$ cat config.mk
export PLATFORM = sky130hd
export DESIGN_NAME = nes_poll_scheduler
export DESIGN_NICKNAME = d
export VERILOG_FILES = /design/src/rtl/nes_poll_scheduler.sv
export SDC_FILE = /design/constraint.sdc
export NUM_CORES = 1
export LEC_CHECK = 0
export ABC_AREA = 0
export CORE_ASPECT_RATIO = 1.75
export CORE_MARGIN = 2
export CORE_UTILIZATION = 45
export DETAILED_ROUTE_END_ITERATION = 10
export PLACE_DENSITY = 0.77
export SLEW_MARGIN = 25
export SYNTH_ARGS = -nofsm -noshare
export SYNTH_HDL_FRONTEND = slang
export SYNTH_SLANG_ARGS = --single-unit
export TNS_END_PERCENT = 100
$ cat constraint.sdc
create_clock -name clk -period 1.8 [get_ports clk]
set_input_delay 0.18 -clock clk [delete_from_list [all_inputs] [get_ports clk]]
set_output_delay 0.18 -clock clk [all_outputs]
set_load 0.02 [all_outputs]
$ cat src/rtl/nes_poll_scheduler.sv
// Periodic poll scheduler for the NES controller reader: issues read requests at a fixed rate,
// supervises each transaction with a timeout, and debounces samples into a stable button vector.
module nes_poll_scheduler #(
  parameter int unsigned CYCLES_PER_POLL = 416667,
  parameter int unsigned TIMEOUT_CYCLES  = 4096,
  parameter int unsigned STABLE_POLLS    = 2
) (
  input  logic       clk,
  input  logic       i_rst,
  input  logic       i_enable,
  output logic       o_read_buttons,
  input  logic       i_valid,
  input  logic [7:0] i_buttons,
  output logic [7:0] o_buttons,
  output logic [7:0] o_pressed,
  output logic [7:0] o_released,
  output logic       o_update,
  output logic       o_timeout,
  output logic       o_overrun
);

  localparam int unsigned PW = $clog2(CYCLES_PER_POLL);
  localparam int unsigned TW = $clog2(TIMEOUT_CYCLES + 1);
  localparam int unsigned SW = $clog2(STABLE_POLLS + 1);

  localparam logic [PW-1:0] PeriodLast = PW'(CYCLES_PER_POLL - 1);
  localparam logic [TW-1:0] TmoLast    = TW'(TIMEOUT_CYCLES - 1);
  localparam logic [SW-1:0] StableMax  = SW'(STABLE_POLLS);

  typedef enum logic [0:0] {StWait, StBusy} state_e;

  state_e        state_q, state_d;
  logic [PW-1:0] period_q, period_d;
  logic [TW-1:0] tmo_q, tmo_d;
  logic [SW-1:0] stable_q, stable_d;
  logic [7:0]    last_q, last_d;
  logic [7:0]    buttons_q, buttons_d;
  logic [7:0]    pressed_q, pressed_d;
  logic [7:0]    released_q, released_d;
  logic          read_q, read_d;
  logic          update_q, update_d;
  logic          timeout_q, timeout_d;
  logic          overrun_q, overrun_d;

  logic          tick;
  logic          capture;
  logic          abandon;
  logic [SW-1:0] stable_inc;

  // Period counter is free-running while enabled, independent of the transaction FSM.
  always_comb begin
    tick = i_enable && (period_q == PeriodLast);
    if (!i_enable || tick) begin
      period_d = '0;
    end else begin
      period_d = period_q + 1'b1;
    end
  end

  always_comb begin
    state_d   = state_q;
    tmo_d     = tmo_q;
    read_d    = 1'b0;
    timeout_d = 1'b0;
    overrun_d = 1'b0;
    capture   = 1'b0;
    abandon   = 1'b0;
    unique case (state_q)
      StWait: begin
        if (tick) begin
          read_d  = 1'b1;
          tmo_d   = '0;
          state_d = StBusy;
        end
      end
      StBusy: begin
        tmo_d     = tmo_q + 1'b1;
        overrun_d = tick;
        // A completion arriving on the timeout cycle still counts as a valid sample.
        if (i_valid) begin
          capture = 1'b1;
          state_d = StWait;
        end else if (tmo_q == TmoLast) begin
          abandon   = 1'b1;
          timeout_d = 1'b1;
          state_d   = StWait;
        end
      end
      default: state_d = StWait;
    endcase
  end

  // Debounce: a sample commits once it has been seen STABLE_POLLS times in a row.
  always_comb begin
    if (i_buttons == last_q) begin
      stable_inc = (stable_q >= StableMax) ? stable_q : stable_q + 1'b1;
    end else begin
      stable_inc = SW'(1);
    end

    stable_d   = stable_q;
    last_d     = last_q;
    buttons_d  = buttons_q;
    pressed_d  = '0;
    released_d = '0;
    update_d   = 1'b0;
    if (capture) begin
      stable_d = stable_inc;
      last_d   = i_buttons;
      if ((stable_inc >= StableMax) && (i_buttons != buttons_q)) begin
        buttons_d  = i_buttons;
        pressed_d  = i_buttons & ~buttons_q;
        released_d = ~i_buttons & buttons_q;
        update_d   = 1'b1;
      end
    end else if (abandon) begin
      stable_d = '0;
    end
  end

  always_ff @(posedge clk) begin
    if (i_rst) begin
      state_q    <= StWait;
      period_q   <= '0;
      tmo_q      <= '0;
      stable_q   <= '0;
      last_q     <= '0;
      buttons_q  <= '0;
      pressed_q  <= '0;
      released_q <= '0;
      read_q     <= 1'b0;
      update_q   <= 1'b0;
      timeout_q  <= 1'b0;
      overrun_q  <= 1'b0;
    end else begin
      state_q    <= state_d;
      period_q   <= period_d;
      tmo_q      <= tmo_d;
      stable_q   <= stable_d;
      last_q     <= last_d;
      buttons_q  <= buttons_d;
      pressed_q  <= pressed_d;
      released_q <= released_d;
      read_q     <= read_d;
      update_q   <= update_d;
      timeout_q  <= timeout_d;
      overrun_q  <= overrun_d;
    end
  end

  assign o_read_buttons = read_q;
  assign o_buttons      = buttons_q;
  assign o_pressed      = pressed_q;
  assign o_released     = released_q;
  assign o_update       = update_q;
  assign o_timeout      = timeout_q;
  assign o_overrun      = overrun_q;

endmodule
==> metrics <==
fraction of layout instances using a drive strength above 1=26.0%; top cells by area, synth=dfxtp_1 42%, ha_1 7.4%, nand2_1 5.3%; total power=between 0.003 and 0.004 W; Synth cell types=54; routability cong.=around 0.86; IO Port Bufs=39; post-synthesis sequential area ratio=a little over two fifths; iteration-0 DRC count of the detailed router=approximately 150; max_cap viols=0; Detailed Place HPWL=6030 µm; final cell count without fillers=around 560; Reg area=1440 µm²; wire per inst=~16 µm; CTS tree=done; outcome=finished, violations left; Multi-input gate area=1920 µm²; met3 Track Usage GR=4.31%; Worst Setup End Kind=flip-flop; met1 Track Usage GR=19.8%; Routed WL=around 8700 µm; GRT Max-Usage Layer=met2; Hold EP=o_buttons[0]; asr flop ratio synth=0%; pin count of the biggest net entering global routing=29; Initial Util=roughly 47%; dominant cell type by area after synthesis=dfxtp_1; Final Cycle Share=105%; slew at the pin with the worst max-slew slack=0.437 ns; die height=between 100 and 150 µm; CTS root buffer=clkbuf_16; RSZ-0062 raised after global routing=yes; pwr dens=776 nW/µm²; clock-pin transition on the worst setup and hold timing paths=0.06 ns; final hold violation count=0; Syn Nets=402; via count=~3,000; #FFs+latches synth=71; Cells after Synth=370; Hold Crit Class=primary input to flip-flop; DR pass1 iterations=4; Num CTS Buffers=9; Top Family by Delay on Critical Path=simple AND/OR/NAND/NOR gates; post-route worst setup slack=-0.0951 ns; vias in the first global route=3,172; H-tree depth=3; CP max-delay cell=or4_4; max incr delay on CP=0.57 ns; failing checks=setup timing; die boundary width=between 60 and 70 µm; RR Startpoint=stable_q[0]; Worst VDD drop=approximately 0.85 mV; gr ovfl total=0; most instantiated library cell after synthesis=dfxtp_1; Hold Path Stages=4; met2 GRT Util=~44%; FILL cells=approximately 570; Layout area overhead=39.8%; ANT nets after route=0; Fin Clk Skew=a little over 0.005 ns; crit path DAT=2.16 ns; overall routing resource usage=22.2%; Period minus WS final=approximately 1.9 ns; core box area=about 7300 µm²; vias per cell=about 5.5; final-stage net count=between 400 and 500; RR Endpoint=o_released[5]; path depth of the worst reg2reg path=6; die area=just over 8000 µm²; FMAX=528 MHz; Slew Limit Fails=0; WP data required=2.06 ns; top_reg_cell synth=dfxtp_1; synthesized cell area=~3400 µm²; most instantiated cells after synthesis=71 x dfxtp_1, 48 x nand2_1, 25 x inv_1; Rel. slew slack=between 70% and 80%; hold path start=i_buttons[0]; Setup crit start kind=flip-flop; initial antenna violation count=0; # setup viols final=17; CP bufs+invs=2; DRC errors left=0; Yosys warnings=0; cell row count=between 40 and 50; clock insertion delay at the later pin of the skew report=between 0.3 and 0.4 ns; Syn Area/Cell=9.17 µm²; placed insts=between 500 and 600; Leak=1.78 nW; CP cell instances=inv_2 -> ha_4 -> or3_4 -> or4_4 -> buf_12 -> nor3b_4; clk buf depth=2; first-pass GRT wire length=approximately 14,000 µm; io pins=40; clk sink count=between 70 and 80; antenna diode count=0; post-synth top area share=41.9%; critical path class=flip-flop to flip-flop; peak fanout along the critical path=8; EDFF count, synth=0; Reg2Reg Setup Slack=-0.1 ns
[placed cells by master (no fill, tap or decap), types with 8 or more instances in the layout]
master,n
a21oi_1,18
buf_4,55
clkbuf_16,9
clkdlybuf4s50_1,33
dfxtp_1,59
dfxtp_2,12
ha_1,17
inv_1,22
mux2i_1,8
nand2_1,48
nand3_1,14
nand4_1,11
nor2_1,21
nor3b_2,14
xnor2_1,15
[layer usage]
layer / wire (µm) / up-vias
met5: 0 / -
met4: 488 / 0
met3: 246 / 32
met2: 5020 / 73
met1: 2980 / 1453
li1: - / 1484
[sequential cells by signal, indices dropped and copies added, names as in the netlist]
name	count
stable_q	2
state_q	1
o_update	1
o_read_buttons	1
o_timeout	1
last_q	8
tmo_q	13
o_pressed	8
period_q	19
o_overrun	1
o_released	8
o_buttons	8
[what timing repair did]
item | 4_1_cts | 5_1_grt
endpoints found under the setup margin | 30 | 52
resized for setup | 22 | 19
hold buffers | 0 | 0
setup buffers | 4 | 1
gates cloned | 1 | 0
hold endpoints to repair | 0 | 0
pin swaps | 9 | 18
[area by class of cell]
cell class                      instances  area share (%)
Clock buffer                           13            5.49
Clock inverter                          3            1.37
Inverter                               25            1.98
Multi-Input combinational cell        261            40.4
Sequential cell                        71            30.3
Tap cell                               86            2.27
Timing Repair Buffer                   97            18.2
[through the flow]
step	setup TNS, ns	hold WS, ns	utilization [%]	worst slack [ns]	cell area [µm²]
finish	-1.23	0.404	65.1	-0.0951	4740
global route	-2.21	0.418	65.1	-0.142	4740
CTS	-0.716	0.395	63.8	-0.0706	4650
detailed placement	-12.97	0.465	57.8	-0.574	4210
global placement	-12.22	0.456	57.8	-0.533	4210
floorplan	0	0.315	-	0.00904	3410
[cell families after synthesis]
| family | Yosys count | synth area share, % |
|---|---|---|
| mux | 9 | 2.69 |
| compound gates | 50 | 9.66 |
| buf+inv | 38 | 5.60 |
| flops | 71 | 41.9 |
| fa+ha+maj | 20 | 7.37 |
| simple gates | 162 | 27.6 |
| xor+xnor | 20 | 5.16 |
[report_power, final]
part | internal, W | total (W) | leakage, nW | switching, W
registers | 0.00157 | 0.00158 | 0.578 | 0.00000166
clock network | 0.00129 | 0.00194 | 0.160 | 0.000648
logic | 0.0000795 | 0.000172 | 1.04 | 0.0000923
[tightest hold or removal path, cell delays in order]
cell and delay [ns]:
dlygate4sd2_1 0.26, buf_4 0.14, nand2_1 0.05, mux2i_1 0.06
[how the worst max path moves through the flow]
| stage | start | end | slack, ns | cells after the start |
|---|---|---|---|---|
| after floorplan | stable_q[0] | o_pressed[0] | 0.009 | 7 |
| after global routing | stable_q[1] | o_released[4] | -0.14 | 6 |
| after CTS | stable_q[0] | o_released[3] | -0.07 | 6 |
| final | stable_q[0] | o_released[5] | -0.1 | 6 |
| after global placement | i_buttons[5] | o_released[7] | -0.53 | 8 |
| after detailed placement | i_buttons[5] | o_released[3] | -0.57 | 8 |
Power figures use the tool's default switching activity.
